**src/rtl/cpu7_csr_access.sv**
```systemverilog
// rtl/cpu7_csr_access.sv - CSR access sequencer between execute and the CSR file (optional CPU7_CSR_PLV_CHECK_EN)
module cpu7_csr_access #(
  parameter int GRLEN   = 32,
  parameter int CSR_BIT = 14,
  parameter int TAG_W   = 5
) (
  input  logic               clk,
  input  logic               resetn,
  input  logic               flush,
`ifdef CPU7_CSR_PLV_CHECK_EN
  input  logic [1:0]         csr_plv,
`endif
  input  logic               req_valid,
  output logic               req_ready,
  input  logic [1:0]         req_op,
  input  logic [CSR_BIT-1:0] req_addr,
  input  logic [GRLEN-1:0]   req_rd_val,
  input  logic [GRLEN-1:0]   req_rj_val,
  input  logic [TAG_W-1:0]   req_tag,
  output logic               resp_valid,
  input  logic               resp_ready,
  output logic [GRLEN-1:0]   resp_data,
  output logic [TAG_W-1:0]   resp_tag,
  output logic               resp_wen,
  output logic               resp_excp,
  output logic [CSR_BIT-1:0] csr_raddr,
  input  logic [GRLEN-1:0]   csr_rdata,
  output logic [CSR_BIT-1:0] csr_waddr,
  output logic [GRLEN-1:0]   csr_wdata,
  output logic               csr_wen
);

  localparam logic [1:0] OP_RD   = 2'b00;
  localparam logic [1:0] OP_WR   = 2'b01;
  localparam logic [1:0] OP_XCHG = 2'b10;
  localparam logic [1:0] OP_ILL  = 2'b11;

  typedef enum logic [1:0] {
    S_IDLE  = 2'd0,
    S_READ  = 2'd1,
    S_WRITE = 2'd2,
    S_RESP  = 2'd3
  } state_t;

  state_t state_q, state_d;

  logic [1:0]         op_q;
  logic [CSR_BIT-1:0] addr_q;
  logic [GRLEN-1:0]   rd_val_q;
  logic [GRLEN-1:0]   rj_val_q;
  logic [TAG_W-1:0]   tag_q;
  logic [GRLEN-1:0]   old_q;
  logic               excp_q;

  logic               priv_excp;
  logic               accept;
  logic [GRLEN-1:0]   merged;

`ifdef CPU7_CSR_PLV_CHECK_EN
  // Any non-kernel privilege level turns the access into an exception.
  assign priv_excp = (csr_plv != 2'b00);
`else
  assign priv_excp = 1'b0;
`endif

  // A request is taken only when idle and not being flushed away.
  assign accept = (state_q == S_IDLE) & req_valid & ~flush;

  // csrxchg replaces only the bits selected by rj; csrwr replaces everything.
  assign merged = (op_q == OP_XCHG) ? ((old_q & ~rj_val_q) | (rd_val_q & rj_val_q))
                                    : rd_val_q;

  // State register.
  always_ff @(posedge clk or negedge resetn) begin
    if (!resetn) begin
      state_q <= S_IDLE;
    end else begin
      state_q <= state_d;
    end
  end

  // Next-state selection and all handshake / CSR port outputs.
  always_comb begin
    state_d    = state_q;
    req_ready  = 1'b0;
    resp_valid = 1'b0;
    resp_wen   = 1'b0;
    resp_excp  = 1'b0;
    csr_wen    = 1'b0;
    resp_data  = old_q;
    resp_tag   = tag_q;
    csr_raddr  = addr_q;
    csr_waddr  = addr_q;
    csr_wdata  = merged;

    case (state_q)
      S_IDLE: begin
        req_ready = 1'b1;
        if (req_valid) begin
          if ((req_op == OP_ILL) || priv_excp) begin
            state_d = S_RESP;
          end else begin
            state_d = S_READ;
          end
        end
      end
      S_READ: begin
        state_d = (op_q == OP_RD) ? S_RESP : S_WRITE;
      end
      S_WRITE: begin
        // Gating with flush guarantees an aborted instruction never lands.
        csr_wen = ~flush;
        state_d = S_RESP;
      end
      S_RESP: begin
        resp_valid = 1'b1;
        resp_wen   = ~excp_q;
        resp_excp  = excp_q;
        if (resp_ready) begin
          state_d = S_IDLE;
        end
      end
      default: begin
        state_d = S_IDLE;
      end
    endcase

    if (flush) begin
      state_d = S_IDLE;
    end
  end

  // Capture the instruction at acceptance and the old CSR value during READ.
  always_ff @(posedge clk or negedge resetn) begin
    if (!resetn) begin
      op_q     <= OP_RD;
      addr_q   <= '0;
      rd_val_q <= '0;
      rj_val_q <= '0;
      tag_q    <= '0;
      old_q    <= '0;
      excp_q   <= 1'b0;
    end else if (accept) begin
      op_q     <= req_op;
      addr_q   <= req_addr;
      rd_val_q <= req_rd_val;
      rj_val_q <= req_rj_val;
      tag_q    <= req_tag;
      old_q    <= '0;
      excp_q   <= (req_op == OP_ILL) | priv_excp;
    end else if (state_q == S_READ) begin
      old_q    <= csr_rdata;
    end
  end

endmodule

```
**config.mk**
```make
export PLATFORM = sky130hd
export DESIGN_NAME = cpu7_csr_access
export DESIGN_NICKNAME = d
export VERILOG_FILES = /design/src/rtl/cpu7_csr_access.sv
export SDC_FILE = /design/constraint.sdc
export NUM_CORES = 1
export LEC_CHECK = 0
export BUFFER_PORTS_ARGS = -buffer_cell sky130_fd_sc_hd__buf_2
export CAP_MARGIN = 10
export CORE_MARGIN = 5
export CORE_UTILIZATION = 48
export CTS_CLUSTER_DIAMETER = 200
export DETAILED_ROUTE_END_ITERATION = 8
export GPL_TIMING_DRIVEN = 0
export PLACE_DENSITY = 0.8
export SYNTH_ARGS = -nofsm -noshare
export SYNTH_HDL_FRONTEND = slang
export SYNTH_SLANG_ARGS = --single-unit
export TNS_END_PERCENT = 1
```
**constraint.sdc**
```tcl
create_clock -name clk -period 2 [get_ports clk]
set_clock_uncertainty 0.15 [all_clocks]
set_input_delay 0.4 -clock clk [delete_from_list [all_inputs] [get_ports clk]]
set_output_delay 0.4 -clock clk [all_outputs]
set_load 0.05 [all_outputs]
```
Word-level counts from Yosys, hierarchy flattened
Cells that the tools add are included.
{ "op_classes": {"eq_ne": 7, "bitwise": 8, "n_mux": 14, "reduce_logical": 4} }
{ "op_table": {"columns": ["cell", "n"], "rows": [
  ["2-to-1 mux 32 bit", 3],
  ["bitwise AND 32 bit", 2],
  ["NOT 32 bit", 1],
  ["bitwise OR 32 bit", 1],
  ["== test 2 bit, second input constant", 4],
  ["2-to-1 mux 2 bit", 4],
  ["case mux 2 bit (4 select lines)", 1],
  ["2-to-1 mux 1 bit", 6],
  ["inequality test 3 bit, second input constant", 2],
  ["zero test 2 bit", 2],
  ["bitwise AND 1 bit", 2],
  ["== test 2 x 1 -> 1 bit, second input constant", 1],
  ["NOT 1 bit", 2],
  ["AND reduction 2 bit", 1],
  ["nonzero test 2 bit", 1]
]} }
{ "word_totals": {"elab_cells": 41, "in_bits": 122, "register_bits": 120, "out_inout_bits": 102} }

Logic depth before layout (Yosys ltp)
{ "depth": {"depth_word": 5, "ltp_mapped": 7, "mapped_depth_nobuf": 5} }

Worst setup path before layout
No wires, ideal clock.
{ "synth_timing": {"kind": "register to output", "from": "register state_q[0]", "to": "output port resp_wen", "slack_ns": -0.213, "required_ns": 1.450, "n_path_buf": 0, "stages_incl_launch_ff": 3, "arrival_time_ns": 1.663, "cell_sequence": "dfrtp_1 -> ha_1 -> nor2b_1"} }
{ "synth_between": {"elab_chain_cells": 2} }
{ "synth_lines": {"columns": ["item", "line_no", "text"], "rows": [
  ["start, declared", "45", "state_t state_q, state_d;"],
  ["start signal, assigned", "78", "state_q <= state_d;"],
  ["== test 2 bit", "96", "case (state_q)"],
  ["2-to-1 mux 1 bit", "96", null],
  ["end, declared", "24", "output logic resp_wen,"]
]} }
No other way between the ends.

Final worst setup path
{ "layout_timing": {"from": "register op_q[0]", "to": "output port csr_wdata[16]"} }
{ "layout_between": {"elab_chain_cells": 2} }
{ "layout_lines": {"columns": ["item", "line_no", "text"], "rows": [
  ["start, declared", "47", "logic [1:0] op_q;"],
  ["start signal, assigned", "144", "op_q <= req_op;"],
  ["== test 2 bit", "70", "assign merged = (op_q == OP_XCHG) ? ((old_q & ~rj_val_q) | (rd_val_q & rj_val_q))"],
  ["2-to-1 mux 32 bit", "70", null],
  ["end, declared", "29", "output logic [GRLEN-1:0] csr_wdata,"]
]} }
No other way between the ends.

==> flow_summary.toml <==
[yosys]
syn_nets = 519
yosys.area_share.simple = 0.0593
syn_area_um2 = 5380
yosysMostFrequentCell = "dfrtp_1"
synth_area_per_cell_um2 = 13.7
synthTopCellsByArea = "dfrtp_1, mux2_2, mux2_4, mux2i_1, nor2_1"
yosys.area.top_type = "dfrtp_1"
synthCells = 393
synth_top_area_frac = 0.558
async_flop_share = 1.00
ys_seq_area_frac = 0.558
ys_warn_count = 0
synth-seq-cells = 120
synth-compound-area-share = 0.00744
synth_xor_area_frac = 0
synth_top_family_by_area = "multiplexers"
synth.distinct_cells = 20
synth_edf_count = 0
synth_common_cells = "dfrtp_1, mux2_2, nor2_1, mux2i_1, mux2_4"
ys.flop_type = "dfrtp_1"
muxShareOfSynthArea = 0.324
synthAdderAreaFrac = 0.00930

[grt]
grt_first_pass_wirelength_mm = 22.5
grt_max_degree = 101
grt-ovfl-total = 0
antenna_found_initial = 1
grt_usage = 0.219
first_global_vias = 4460

[floorplanning]
die_height_um = 116
die_width_um = 116
io_pins = 224
dieArea_um2 = 13400
num_rows = 38
coreArea_um2 = 10900
initial_core_util = 0.492

[setup_path]
critical_path_class = "flop to output port"
cp.arrival_ns = 1.78
crit_required_ns = 1.45
cp-start-kind = "flop"
crit_path_end_kind = "output port"
r2r_cells = 6
cp_max_fo = 10

[timing]
drv_slew = 0
worst_slack_ns = -0.326
rsz0062_at_grt = "true"
setup_violations = 32
fin_crit_ns = 2.33
slew_headroom = 0.677
tightest_slew_ns = 0.485
period_share = 1.16
hold_viol = 0
fmax_mhz = 430

[placed_design]
hpwl_mm = 10.3
io_buffers = 223
place_inst = 757
gp_congestion = 0.794

[min_path]
hold-path-cell-count = 2
hold_path.class = "primary input to flop"

[routing]
num_vias = 3932
via_per_inst = 4.98
drt-total-wl_mm = 14.3
routedWlPerCell_um = 18.1
drc_errors = 0
drt_iter0_drc = 128
first_pass_iters = 4
postRouteAntennaNets = 0

[cts]
path_clk_slew_ns = 0.06
numCtsBuffers = 17
clock-root-buffer = "clkbuf_16"
h-tree-depth = 4
clkSinkCount = 120
cts_tree = "yes"
clockBufferDepth = 2
post_cts.repair.setup_buffers = 0
clk_latency_ns = 0.40

[finish]
insertedDiodeCount = 0
final_cells = 790
nNetsFinal = 763
syn_to_final_growth_pct = 42.5
drive_gt1_frac = 0.663

[outcome]
status = "finished with violations"
violations = "negative setup slack"

[job]
max_cap_viol_count = 0
## sequential cells by signal (all words and copies together) (netlist names)
| register | count |
|---|---|
| rd_val_q | 32 |
| resp_data | 32 |
| rj_val_q | 32 |
| csr_raddr | 14 |
| resp_tag | 5 |
| op_q | 2 |
| state_q | 2 |
| excp_q | 1 |
## timing repair
item,in CTS,in global routing
hold endpoints to repair,20,0
hold buffers,1,0
endpoints found under the setup margin,55,46
gates resized for setup,91,24
## final cells by class
type / instances / area (um^2)
buffer: 33 / 254
clock buffer: 17 / 425
clock inverter: 15 / 180
fill: 781 / 3260
inverter: 2 / 7.51
multi-input combinational: 238 / 2250
sequential: 120 / 3000
tap: 140 / 175
timing repair buffer: 225 / 1370
## cell families (layout without fill, tap and decap cells)
group                      count (synthesis)  after routing
muxes                                    149            149
DFF                                      120            120
and+or+nand+nor                           79             79
buffers and inverters                     35            292
AOI/OAI and AO/OA                          6              6
adders and majority gates                  4              4
## per-stage QoR
stage               utilization  TNS [ns]  hold WS (ns)  area [um^2]  setup slack [ns]
floorplan                     -     -4.89       -0.0456         5390            -0.146
global placement          0.611   -127.50         0.334         6680             -1.03
global route              0.701    -11.05        0.0606         7670            -0.373
detailed placement        0.614     -6.28         0.113         6710            -0.259
finish                    0.701     -9.09        0.0705         7670            -0.326
CTS                       0.695     -9.49        0.0612         7600            -0.323
## per-layer routing
metal	routed length, um	global-route usage	vias up	part of all wire
met5	20	0	-	0.0014
met4	109	0.0673	2	0.0076
met3	1260	0.0752	9	0.088
met2	7240	0.377	157	0.51
met1	5670	0.261	1936	0.40
li1	-	-	1828	-
## critical path: stages, from the launching register on
cell and delay [ns]:
dfrtp_1 0.39, nand2b_4 0.18, buf_6 0.16, nor2_1 0.11, mux2_2 0.36, buf_6 0.16
## worst paths after layout
kind / from / slack [ns] / to
worst max-delay path: op_q[0] / -0.33 / csr_wdata[16]
worst max register to register: state_q[1] / 0.10 / resp_data[13]
max in group asynchronous: resetn / 0.71 / rd_val_q[10]
worst min register to register: resp_tag[4] / 0.35 / resp_tag[4]
min in group asynchronous: resetn / 0.25 / rd_val_q[23]
worst min-delay path: req_addr[2] / 0.07 / csr_raddr[2]
## cell usage in the layout (no fill, tap or decap), types with 3 or more instances in the layout
master      synthesis  layout
clkbuf_16           0      17
bufinv_16           0       3
clkinvlp_4          0       3
mux2i_1            32      32
nand2_1             4       4
clkinv_4            0       6
buf_2              12     192
clkinv_2            0       3
mux2_2             89      86
nor2_2              0      17
buf_4              14      20
dfrtp_1           120     120
nor2_1             68      49
mux2_4             28      31
buf_6               4      40
Power is left out: the tool's default activity adds up to more than one toggle a clock period on the data nets, which glitch-free logic cannot reach.
